<file path="config.mk">
export PLATFORM = sky130hd
export DESIGN_NAME = spd_filt_sched_flat
export DESIGN_NICKNAME = d
export VERILOG_FILES = /design/src/rtl/spd_filt_sched_if.sv /design/src/rtl/spd_filt_sched.sv /design/src/flat_wrapper.sv
export SDC_FILE = /design/constraint.sdc
export NUM_CORES = 1
export LEC_CHECK = 0
export ABC_CLOCK_PERIOD_IN_PS = 14600
export BUFFER_PORTS_ARGS = -buffer_cell sky130_fd_sc_hd__buf_2
export CELL_PAD_IN_SITES_DETAIL_PLACEMENT = 1
export CELL_PAD_IN_SITES_GLOBAL_PLACEMENT = 1
export CORE_ASPECT_RATIO = 2
export CORE_MARGIN = 2
export CORE_UTILIZATION = 47
export CTS_BUF_LIST = sky130_fd_sc_hd__clkbuf_4
export DETAILED_ROUTE_END_ITERATION = 16
export GPL_TIMING_DRIVEN = 0
export HOLD_SLACK_MARGIN = 0.06
export PLACE_DENSITY_LB_ADDON = 0.2
export SLEW_MARGIN = 20
export SYNTH_ARGS = -nofsm -noshare
export SYNTH_HDL_FRONTEND = slang
export SYNTH_SLANG_ARGS = --single-unit
</file>
<file path="constraint.sdc">
create_clock -name clk -period 14.6 [get_ports clk]
set_clock_uncertainty 0.15 [all_clocks]
set_input_delay 0.73 -clock clk [delete_from_list [all_inputs] [get_ports clk]]
set_output_delay 0.73 -clock clk [all_outputs]
set_load 0.05 [all_outputs]
</file>
<file path="src/rtl/spd_filt_sched_if.sv">
// Handshake and state bus between the sample-rate controller and the
// DMS/DML adaptation-speed filter sequencer.
interface spd_filt_sched_if #(
    parameter int CNT_W = 16
);
    logic             start;
    logic [2:0]       fi;
    logic             init;
    logic             busy;
    logic             done;
    logic             start_err;
    logic [11:0]      dms;
    logic [13:0]      dml;
    logic [CNT_W-1:0] upd_cnt;

    // Sample-rate controller side: issues requests, observes filter state.
    modport master (
        output start, fi, init,
        input  busy, done, start_err, dms, dml, upd_cnt
    );

    // Filter sequencer side.
    modport slave (
        input  start, fi, init,
        output busy, done, start_err, dms, dml, upd_cnt
    );
endinterface

</file>
<file path="src/rtl/spd_filt_sched.sv">
// G.726 adaptation-speed control: short-term (DMS) and long-term (DML)
// averaging filters. One shared subtract/shift/add unit is used in state A
// for FILTA (DMS) and in state B for FILTB (DML); a sample takes 4 cycles
// from an accepted start to the next possible accept.
module spd_filt_sched #(
    parameter int CNT_W = 16
) (
    input  logic             clk,
    input  logic             reset,
    spd_filt_sched_if.slave  bus
);

    localparam logic [1:0] S_IDLE = 2'd0;
    localparam logic [1:0] S_A    = 2'd1;
    localparam logic [1:0] S_B    = 2'd2;
    localparam logic [1:0] S_DONE = 2'd3;

    logic [1:0]       state_q, state_d;
    logic [2:0]       fi_q, fi_d;
    logic [11:0]      dms_q, dms_d;
    logic [13:0]      dml_q, dml_d;
    logic [CNT_W-1:0] cnt_q, cnt_d;
    logic [13:0]      unit_res;
    logic             busy_w;

    // Shared filter unit: DIF = (FI << k) - state, DIFSX = DIF >>> s,
    // result = DIFSX + state. The true difference always fits the signed
    // 15-bit range, so one signed subtractor serves both the 13-bit (FILTA)
    // and 15-bit (FILTB) modulo forms. The 14-bit sum is exact for DML and
    // its low 12 bits are the modulo-2^12 result for DMS.
    function automatic logic [13:0] filt_unit(
        input logic        sel_b,
        input logic [2:0]  fi,
        input logic [11:0] dms,
        input logic [13:0] dml
    );
        logic        [14:0] op_a;
        logic        [13:0] op_b;
        logic signed [14:0] dif;
        logic        [13:0] difsx;
        if (sel_b) begin
            op_a = {1'b0, fi, 11'd0};
            op_b = dml;
        end else begin
            op_a = {3'd0, fi, 9'd0};
            op_b = {2'b00, dms};
        end
        dif   = $signed(op_a - {1'b0, op_b});
        difsx = sel_b ? 14'(dif >>> 7) : 14'(dif >>> 5);
        return difsx + op_b;
    endfunction

    assign unit_res = filt_unit(state_q == S_B, fi_q, dms_q, dml_q);

    // Next-state logic: init clears the filter state and discards any request.
    always_comb begin
        state_d = state_q;
        fi_d    = fi_q;
        dms_d   = dms_q;
        dml_d   = dml_q;
        cnt_d   = cnt_q;
        if (bus.init) begin
            state_d = S_IDLE;
            fi_d    = 3'd0;
            dms_d   = 12'd0;
            dml_d   = 14'd0;
        end else begin
            case (state_q)
                S_IDLE: begin
                    if (bus.start) begin
                        fi_d    = bus.fi;
                        state_d = S_A;
                    end
                end
                S_A: begin
                    dms_d   = unit_res[11:0];
                    state_d = S_B;
                end
                S_B: begin
                    // Count on entry to DONE so upd_cnt agrees with the done pulse.
                    dml_d   = unit_res;
                    cnt_d   = cnt_q + CNT_W'(1);
                    state_d = S_DONE;
                end
                default: begin
                    state_d = S_IDLE;
                end
            endcase
        end
    end

    // State and filter registers with synchronous reset.
    always_ff @(posedge clk) begin
        if (reset) begin
            state_q <= S_IDLE;
            fi_q    <= 3'd0;
            dms_q   <= 12'd0;
            dml_q   <= 14'd0;
            cnt_q   <= '0;
        end else begin
            state_q <= state_d;
            fi_q    <= fi_d;
            dms_q   <= dms_d;
            dml_q   <= dml_d;
            cnt_q   <= cnt_d;
        end
    end

    assign busy_w        = (state_q != S_IDLE);
    assign bus.busy      = busy_w;
    assign bus.done      = (state_q == S_DONE);
    // A request arriving mid-update is dropped and flagged; init and reset
    // take precedence and silence the flag.
    assign bus.start_err = bus.start & busy_w & ~bus.init & ~reset;
    assign bus.dms       = dms_q;
    assign bus.dml       = dml_q;
    assign bus.upd_cnt   = cnt_q;

endmodule

</file>
<file path="src/flat_wrapper.sv">
// flat-port wrapper written by rule: the top's interface ports become plain ports
module spd_filt_sched_flat 
#(
    parameter int CNT_W = 16
)
  (clk, reset, bus_start, bus_fi, bus_init, bus_busy, bus_done, bus_start_err, bus_dms, bus_dml, bus_upd_cnt);
  spd_filt_sched_if #(.CNT_W(CNT_W)) bus_i ();
  input  logic clk;
  input  logic reset;
  input wire logic [$bits(bus_i.start)-1:0] bus_start;
  input wire logic [$bits(bus_i.fi)-1:0] bus_fi;
  input wire logic [$bits(bus_i.init)-1:0] bus_init;
  output wire logic [$bits(bus_i.busy)-1:0] bus_busy;
  output wire logic [$bits(bus_i.done)-1:0] bus_done;
  output wire logic [$bits(bus_i.start_err)-1:0] bus_start_err;
  output wire logic [$bits(bus_i.dms)-1:0] bus_dms;
  output wire logic [$bits(bus_i.dml)-1:0] bus_dml;
  output wire logic [$bits(bus_i.upd_cnt)-1:0] bus_upd_cnt;
  assign bus_i.start = bus_start;
  assign bus_i.fi = bus_fi;
  assign bus_i.init = bus_init;
  assign bus_busy = bus_i.busy;
  assign bus_done = bus_i.done;
  assign bus_start_err = bus_i.start_err;
  assign bus_dms = bus_i.dms;
  assign bus_dml = bus_i.dml;
  assign bus_upd_cnt = bus_i.upd_cnt;
  spd_filt_sched #(.CNT_W(CNT_W)) u_core (.clk(clk), .reset(reset), .bus(bus_i));
endmodule
</file>
# Word level (Yosys, flattened, before mapping)
# Index checks and enable logic that the tools add are counted.
# totals
input_bits	7
register_bits	47
elab_cells	27
# op_classes
n_bitwise	5
eq_ne	4
mux	5
add_sub_neg	3
n_reduce_logical	5
# ops
cell	n
14-bit two-way mux	2
16-bit by 1-bit adder with 16-bit output, second input constant	1
14-bit by 14-bit subtractor with 15-bit output	1
14-bit adder	1
9-bit two-way mux	1
2-bit one-hot mux with 3 select lines	1
2-bit == test, second input constant	2
2-bit AND reduction	2
1-bit bitwise AND	3
2-bit by 1-bit == test with 1-bit output, second input constant	1
2-bit logical NOT	1
2-bit two-way mux	1
2-bit != test, second input constant	1
1-bit NOT	2
2-bit nonzero test	1
2-bit OR reduction	1

# Logic depth before layout (Yosys ltp)
# Gate-level depths: netlist of run 1.
# logic_depth
depth_word	5
depth_mapped	22
ltp_nobuf	20

# Least setup slack after synthesis of run 1
# Ideal clock, no wire load.
# synth_path
path_kind	reg2reg
start	register u_core.state_q[0]
end	register u_core.dml_q[13] (netlist: u_core.bus.dml[13])
stages_incl_launch_ff	22
setup_time_ns	0.093
path_buffers	2
arrival_ns	4.463
setup_slack_ns	9.894
cell_sequence	dfxtp_1 inv_1 ha_1 buf_1 clkbuf_1 nor2b_1 ha_1 inv_1 or4_4 o21ai_2 and3_1 nor2_1 xor2_1 mux2i_1 ha_1 a2111oi_0 o21ai_0 a21oi_1 o31ai_1 xnor2_1 nand4_1 o311ai_2
# synth_between
elab_chain_len	5
elab_cells_between_ends	6
# synth_rtl
item	line_no	rtl
start, declared	spd_filt_sched.sv:18	logic [1:0] state_q, state_d;
start signal, assigned	spd_filt_sched.sv:101	state_q <= state_d;
2-bit == test *	spd_filt_sched.sv:53, spd_filt_sched.sv:68	
14-bit two-way mux	spd_filt_sched.sv:41	if (sel_b) begin
14-bit by 14-bit subtractor with 15-bit output	spd_filt_sched.sv:48	dif = $signed(op_a - {1'b0, op_b});
9-bit two-way mux	spd_filt_sched.sv:49	difsx = sel_b ? 14'(dif >>> 7) : 14'(dif >>> 5);
14-bit adder	spd_filt_sched.sv:50	return difsx + op_b;
end signal, assigned	spd_filt_sched.sv:104	dml_q <= dml_d;
end, declared	spd_filt_sched.sv:21	logic [13:0] dml_q, dml_d;
# Mark *: on every way between the ends. The rest lies on a longest branch, timed or not.
# A chain may end at the register's enable or synchronous reset.

# Final worst setup path of run 1
# layout_path
start	register u_core.state_q[0]
end	register u_core.dml_q[12] (netlist: u_core.bus.dml[12])
# The elaborated chain is that of the path after synthesis.

==> results of run 1 <==
-- sequential cells by signal, indices dropped and copies added (netlist names) --
register	flops
u_core.bus.dml	14
u_core.state_q	2
u_core.fi_q	3
u_core.bus.upd_cnt	16
u_core.bus.dms	12
-- through the flow --
step	setup slack [ns]	instance area (um2)	cells	power, mW
6_report	8.68	3550	527	0.260
5_1_grt	8.23	3550	527	0.272
4_1_cts	8.70	3550	526	0.261
3_5_place_dp	8.75	3490	518	0.199
3_3_place_gp	8.87	3490	518	0.196
2_1_floorplan	9.89	3130	380	0.184
-- routing by layer --
layer	vias up	global-route usage, %
li1	1459	-
met1	1424	33.2
met2	65	41.4
met3	16	3.58
met4	0	11.0
met5	-	0
-- cell families after synthesis --
family	after synthesis
and+or+nand+nor	144
AOI/OAI and AO/OA	74
DFF	47
buffers and inverters	33
muxes	29
xor gates and xnor gates	27
adders and majority gates	26
-- path summary, 6_finish.rpt --
path	from	to	slack [ns]
max	u_core.state_q[0]	u_core.bus.dml[12]	8.68
max reg2reg	u_core.state_q[0]	u_core.bus.dml[12]	8.68
min	u_core.fi_q[0]	u_core.fi_q[0]	0.33
min reg2reg	u_core.fi_q[0]	u_core.fi_q[0]	0.33
-- worst max-delay path, stage by stage (launching register included) --
cell      delay (ns)
dfxtp_1         0.37
inv_1           0.11
ha_1            0.24
buf_1           0.56
clkbuf_1        0.50
nor2b_1         0.11
ha_1            0.35
inv_1           0.05
or4_4           0.53
nor2_1          0.22
nor2_1          0.09
xnor2_1         0.16
nand2_1         0.10
o21ai_0         0.13
ha_1            0.36
o21ai_0         0.13
a21boi_0        0.53
o211ai_1        0.18
a21boi_0        0.59
a311o_1         0.26
o211ai_1        0.08
-- power breakdown --
part | leakage, nW | internal (mW) | total, mW | switching, mW
Combinational | 1.13 | 0.0249 | 0.0665 | 0.0416
Sequential | 0.379 | 0.130 | 0.131 | 0.00128
Clock | 0.0307 | 0.0198 | 0.0623 | 0.0425
-- cell type report --
cell class | instances | area (um2)
inverters | 16 | 60.1
multi-input cells | 300 | 2060
repair buffers | 50 | 250
flip-flops and latches | 47 | 941
clock inverters | 2 | 7.51
well taps | 88 | 110
diodes | 1 | 2.50
plain buffers | 17 | 71.3
fillers | 886 | 2970
clock buffers | 6 | 45.0
-- cell usage in the layout (no fill, tap or decap), drive strengths merged, types with 4 or more instances in the layout --
master,count
o21a,4
a21oi,21
mux2i,17
xor2,17
nor2,50
buf,54
clkbuf,19
and3,4
o21ai,18
inv,15
nor3,6
nand3,18
ha,25
xnor2,10
nor2b,7
or3,9
dfxtp,47
mux2,12
nand2,29
a211oi,6
==> insert_results.sql, run 1 <==
INSERT INTO impl_metrics (metric_group, metric, value, unit) VALUES
('synth', 'fraction_of_the_yosys_area_taken_by_sequential_cells', '30.0', '%'),
('route', 'drt_wl_total', '8810', 'um'),
('synth', 'most_frequent_cell_after_synthesis', 'nor2_1', ''),
('worst_setup_path', 'worst_setup_path_start_kind', 'flop', ''),
('synth', 'synth_enable_flop_cells', '0', ''),
('global_route', 'pin_count_of_the_biggest_net_entering_global_routing', '14', ''),
('worst_setup_path', 'reg2regPathDepth', '20', ''),
('worst_setup_path', 'timing.critical_path.arrival', '6.04', 'ns'),
('sta', 'timing.final.max_slew_violations', '0', ''),
('floorplan', 'placeableCoreArea', '6520', 'um2'),
('route', 'routedWlPerCell', '16.7', 'um'),
('sta', 'fin_hold_ws', '0.330', 'ns'),
('sta', 'post-route-period-util', '40.5', '%'),
('finish', 'final_core_util', '54.5', '%'),
('synth', 'synthFlopType', 'dfxtp_1', ''),
('placement', 'portBuffers', '50', ''),
('route', 'initialDrtViolationCount', '91', ''),
('sta', 'max_freq', '0.169', 'GHz'),
('route', 'met3WireLength', '363', 'um'),
('cts', 'max-clock-path-buffers', '2', ''),
('floorplan', 'design.die.area', '7370', 'um2'),
('synth', 'synth_largest_type_area_fraction', '30.0', '%'),
('sta', 'finalHoldViolCount', '0', ''),
('cts', 'cts_hold_buf', '0', ''),
('finish', 'area.growth.synth_to_final', '13.3', '%'),
('floorplan', 'floorplan.initialDensity', '48.1', '%'),
('floorplan', 'core.rowCount', '42', ''),
('worst_setup_path', 'endpoint_kind', 'flop', ''),
('sta', 'final.min_clock_period', '5.92', 'ns'),
('synth', 'yosys_register_bits', '47', ''),
('cts', 'post-cts-setup-buffer-count', '0', ''),
('synth', 'synth_compound_area_share', '15.4', '%'),
('sta', 'setup_tns', '0', 'ns'),
('cts', 'post_cts_sizing_count', '0', ''),
('floorplan', 'die_height', '119', 'um'),
('cts', 'numCtsBuffers', '5', ''),
('synth', 'synth_area', '3130', 'um2'),
('route', 'met2_wirelength', '4540', 'um'),
('floorplan', 'ioPinCount', '52', ''),
('sta', 'setup_failing_eps_final', '0', ''),
('global_route', 'grt_use_total', '25.8', '%'),
('power', 'max-vdd-ir-drop', '0.0611', 'mV'),
('outcome', 'outcome', 'complete, no violations', ''),
('sta', 'timing.max_slew.rel_slack', '53.8', '%'),
('cts', 'tritoncts', 'done', ''),
('synth', 'asyncSetResetFlopFracSynth', '0', '%'),
('route', 'routed.top_layer', 'met4', ''),
('synth', 'synth_area_per_cell', '8.24', 'um2'),
('synth', 'synth.largest_area_cell', 'dfxtp_1', ''),
('min_path', 'worstHoldPathCells', '2', ''),
('synth', 'main_combinational_cell_family_by_area_after_synthesis', 'simple AND/OR/NAND/NOR gates', ''),
('synth', 'mux_share_of_post_synthesis_cell_area', '9.98', '%'),
('route', 'route.layer.met1.wl', '3680', 'um'),
('global_route', 'antenna_found_initial', '1', ''),
('sta', 'setup_repair_after_global_routing_missed_its_margin', 'no', ''),
('finish', 'fin_nets', '470', ''),
('synth', 'post_synth_and_or_nand_nor_area_fraction', '22.2', '%'),
('worst_setup_path', 'critical_path_required', '14.72', 'ns'),
('route', 'detail_route.first_pass.iterations', '4', ''),
('route', 'dr_total_vias', '2964', ''),
('power', 'power_per_cell_area', '73.2', 'nW/um2'),
('placement', 'gpl.final_weighted_congestion', '0.800', ''),
('cts', 'tritoncts_num_sinks', '47', ''),
('placement', 'detailed_place_hpwl', '7020', 'um'),
('route', 'drt.antenna.violating_nets', '0', ''),
('cts', 'htreeDepth', '2', ''),
('cts', 'clk_latency', '0.38', 'ns'),
('route', 'drt_drc_violations_left', '0', ''),
('global_route', 'grt_first_pass_wirelength', '14300', 'um'),
('synth', 'post_synth_adder_cell_area', '10.6', '%'),
('synth', 'post_synth_inst_count', '380', '');
No activity file was read; power rests on OpenSTA's default activity.
==> inputs of run 2 (changes only) <==
ABC_CLOCK_PERIOD_IN_PS = 5300   (was 14600)
CORE_UTILIZATION = 39   (was 47)
clock period = 5.3 ns   (was 14.6 ns; I/O delays follow)
==> run 2 against run 1 <==
Against the previous run:
- critical path depth rose by 1
- largest power group unchanged
- hold slack got worse by 0.24 ns
- critical path type unchanged
- die area rose by 19%
==> insert_results.sql, run 2 (synthesis results as in run 1) <==
INSERT INTO impl_metrics (metric_group, metric, value, unit) VALUES
('finish', 'most-common-layout-cells', 'nor2_1, buf_2, dfxtp_1', ''),
('sta', 'timing.final.max_slew_violations', '0', ''),
('sta', 'fin_hold_ws', '0.0891', 'ns'),
('sta', 'finalHoldViolCount', '0', ''),
('min_path', 'hold_wc_path_type', 'input pin to flop', ''),
('finish', 'largest_register_ffs', '16', ''),
('global_route', 'pin_count_of_the_biggest_net_entering_global_routing', '20', ''),
('finish', 'area.growth.synth_to_final', '16.6', '%'),
('worst_setup_path', 'timing.critical_path.arrival', '5.12', 'ns'),
('worst_setup_path', 'critical-path-max-stage-delay', '0.54', 'ns'),
('sta', 'timing.max_slew.rel_slack', '45.7', '%'),
('flow_run', 'timing.max_cap.violations', '0', ''),
('power', 'power_frac_comb', '26.3', '%'),
('floorplan', 'die_height', '131', 'um'),
('route', 'detail_route.first_pass.iterations', '4', ''),
('sta', 'setup_failing_eps_final', '0', ''),
('cts', 'clock_pin_slew_of_the_registers_on_the_worst_case_setup_and_hold_paths', '0.14', 'ns'),
('global_route', 'antenna_found_initial', '0', ''),
('sta', 'post-route-period-util', '94.1', '%'),
('finish', 'sequential_cell_area', '941', 'um2'),
('power', 'cellInternalPower', '0.494', 'mW'),
('placement', 'detailed_place_hpwl', '7730', 'um'),
('finish', 'fin_nets', '476', ''),
('sta', 'worst_slew_pin_slew', '0.815', 'ns'),
('power', 'part_of_the_total_power_dissipated_in_the_clock_network', '24.7', '%'),
('outcome', 'outcome', 'complete, no violations', ''),
('floorplan', 'placeableCoreArea', '7890', 'um2'),
('finish', 'final_core_util', '46.3', '%'),
('cts', 'tritoncts', 'done', ''),
('finish', 'layout-drive-gt1-share', '19.1', '%'),
('floorplan', 'ioPinCount', '52', ''),
('global_route', 'first_global_vias', '3096', ''),
('floorplan', 'floorplan.initialDensity', '39.7', '%'),
('worst_setup_path', 'crit_path_top_delay_cell', 'or4_4', ''),
('power', 'power.sequential.fraction', '49.0', '%'),
('cts', 'tritoncts_num_sinks', '47', ''),
('global_route', 'globalRouteOverflowTotal', '0', ''),
('cts', 'htreeDepth', '2', ''),
('floorplan', 'die_width', '67.4', 'um'),
('route', 'routedWlPerCell', '17.7', 'um'),
('worst_setup_path', 'critical_path_required', '5.43', 'ns'),
('cts', 'clk_latency', '0.38', 'ns'),
('route', 'drt_wl_total', '9550', 'um'),
('placement', 'portBuffers', '50', ''),
('finish', 'antennaDiodeCount', '0', ''),
('cts', 'cts_root_buffer', 'clkbuf_4', ''),
('finish', 'multi_input_comb_area', '2080', 'um2'),
('worst_setup_path', 'worst-path-max-fanout', '19', ''),
('finish', 'num-fill-cells', '969', ''),
('global_route', 'grt_first_pass_wirelength', '15000', 'um'),
('power', 'power_per_cell_area', '201', 'nW/um2'),
('route', 'dr_total_vias', '3027', ''),
('power', 'power_leakage', '1.57', 'nW'),
('cts', 'numCtsBuffers', '5', ''),
('power', 'power.switching_fraction', '32.8', '%'),
('placement', 'gpl.final_weighted_congestion', '0.863', ''),
('power', 'max-vdd-ir-drop', '0.148', 'mV'),
('route', 'avgViaCountPerCell', '5.61', ''),
('sta', 'max_freq', '0.200', 'GHz'),
('worst_setup_path', 'worst_setup_path_start_kind', 'flop', ''),
('worst_setup_path', 'endpoint_kind', 'flop', ''),
('power', 'power.net_switching', '0.241', 'mW'),
('route', 'initialDrtViolationCount', '88', ''),
('floorplan', 'design.die.area', '8810', 'um2'),
('global_route', 'grt_use_total', '22.9', '%'),
('worst_setup_path', 'critical_path_class', 'flop to flop', ''),
('worst_setup_path', 'crit_chain', 'inv_1 > ha_1 > buf_6 > mux2_2 > inv_1 > ha_1 > inv_1 > or4_4 > o21ai_2 > and3_1 > nor2_1 > xor2_1 > mux2i_1 > ha_1 > a2111oi_1 > o21ai_1 > a21oi_2 > o31ai_1 > xnor2_1 > buf_4 > o311ai_2', ''),
('route', 'drt_drc_violations_left', '0', ''),
('route', 'drt.antenna.violating_nets', '0', ''),
('cts', 'max-clock-path-buffers', '2', ''),
('floorplan', 'core.rowCount', '46', ''),
('sta', 'final.min_clock_period', '4.99', 'ns');
==> run 2: cell type report <==
type / instances / area share [%]
tap: 96 / 3.29
sequential: 47 / 25.8
multi-input combinational: 300 / 56.9
clock buffer: 7 / 1.44
clock inverter: 1 / 0.137
inverter: 16 / 1.64
timing repair buffer: 57 / 8.70
buffer: 16 / 2.16
==> run 2: metal layers <==
metal	part of all wire, %	wire (um)	track usage (%)
met2	58	5520	46.0
met4	6.2	595	14.2
met3	2.8	264	3.25
met1	33	3170	19.9
met5	0	0	0
==> run 2: power groups by stage <==
stage               Sequential, mW  Combinational (mW)  Clock (mW)
CTS                          0.361               0.189       0.193
finish                       0.361               0.194       0.181
floorplan                    0.375               0.132           0
detailed placement           0.368               0.185           0
global route                 0.361               0.215       0.202
global placement             0.368               0.180           0
==> run 2: path summary, 6_finish.rpt <==
check | start | end | slack [ns] | cells past startpoint
setup reg to reg | u_core.state_q[0] | u_core.bus.dml[13] | 0.31 | 21
hold reg to reg | u_core.fi_q[2] | u_core.fi_q[2] | 0.34 | 2
setup / recovery | u_core.state_q[0] | u_core.bus.dml[13] | 0.31 | 21
hold / removal | reset | u_core.bus.upd_cnt[2] | 0.09 | 2
==> run 2: per-stage QoR <==
step / TNS (ns) / total power, mW / worst slack [ns] / instances / instance area (um2)
final: 0 / 0.736 / 0.312 / 540 / 3650
after global routing: -0.00111 / 0.778 / -0.00111 / 540 / 3650
after CTS: 0 / 0.743 / 0.0823 / 539 / 3620
after detailed placement: -4.46 / 0.553 / -0.634 / 526 / 3500
after global placement: -3.66 / 0.549 / -0.600 / 526 / 3500
after floorplan: 0 / 0.507 / 0.594 / 380 / 3130
==> run 2: critical path, delay by kind of cell (launching register included) <==
family,cells,cell delay [ns]
xor+xnor,2,0.30
compound gates,6,1.26
simple gates,3,0.86
flops,1,0.40
buf+inv,5,0.58
mux,2,0.47
fa+ha+maj,3,0.89
==> run 2: repair_timing <==
item	in CTS	in global routing
setup endpoints to repair	14	9
endpoints found under the hold margin	3	0
pin swaps	0	1
hold buffers	6	0
gates resized for setup	4	12
buffers inserted	0	1
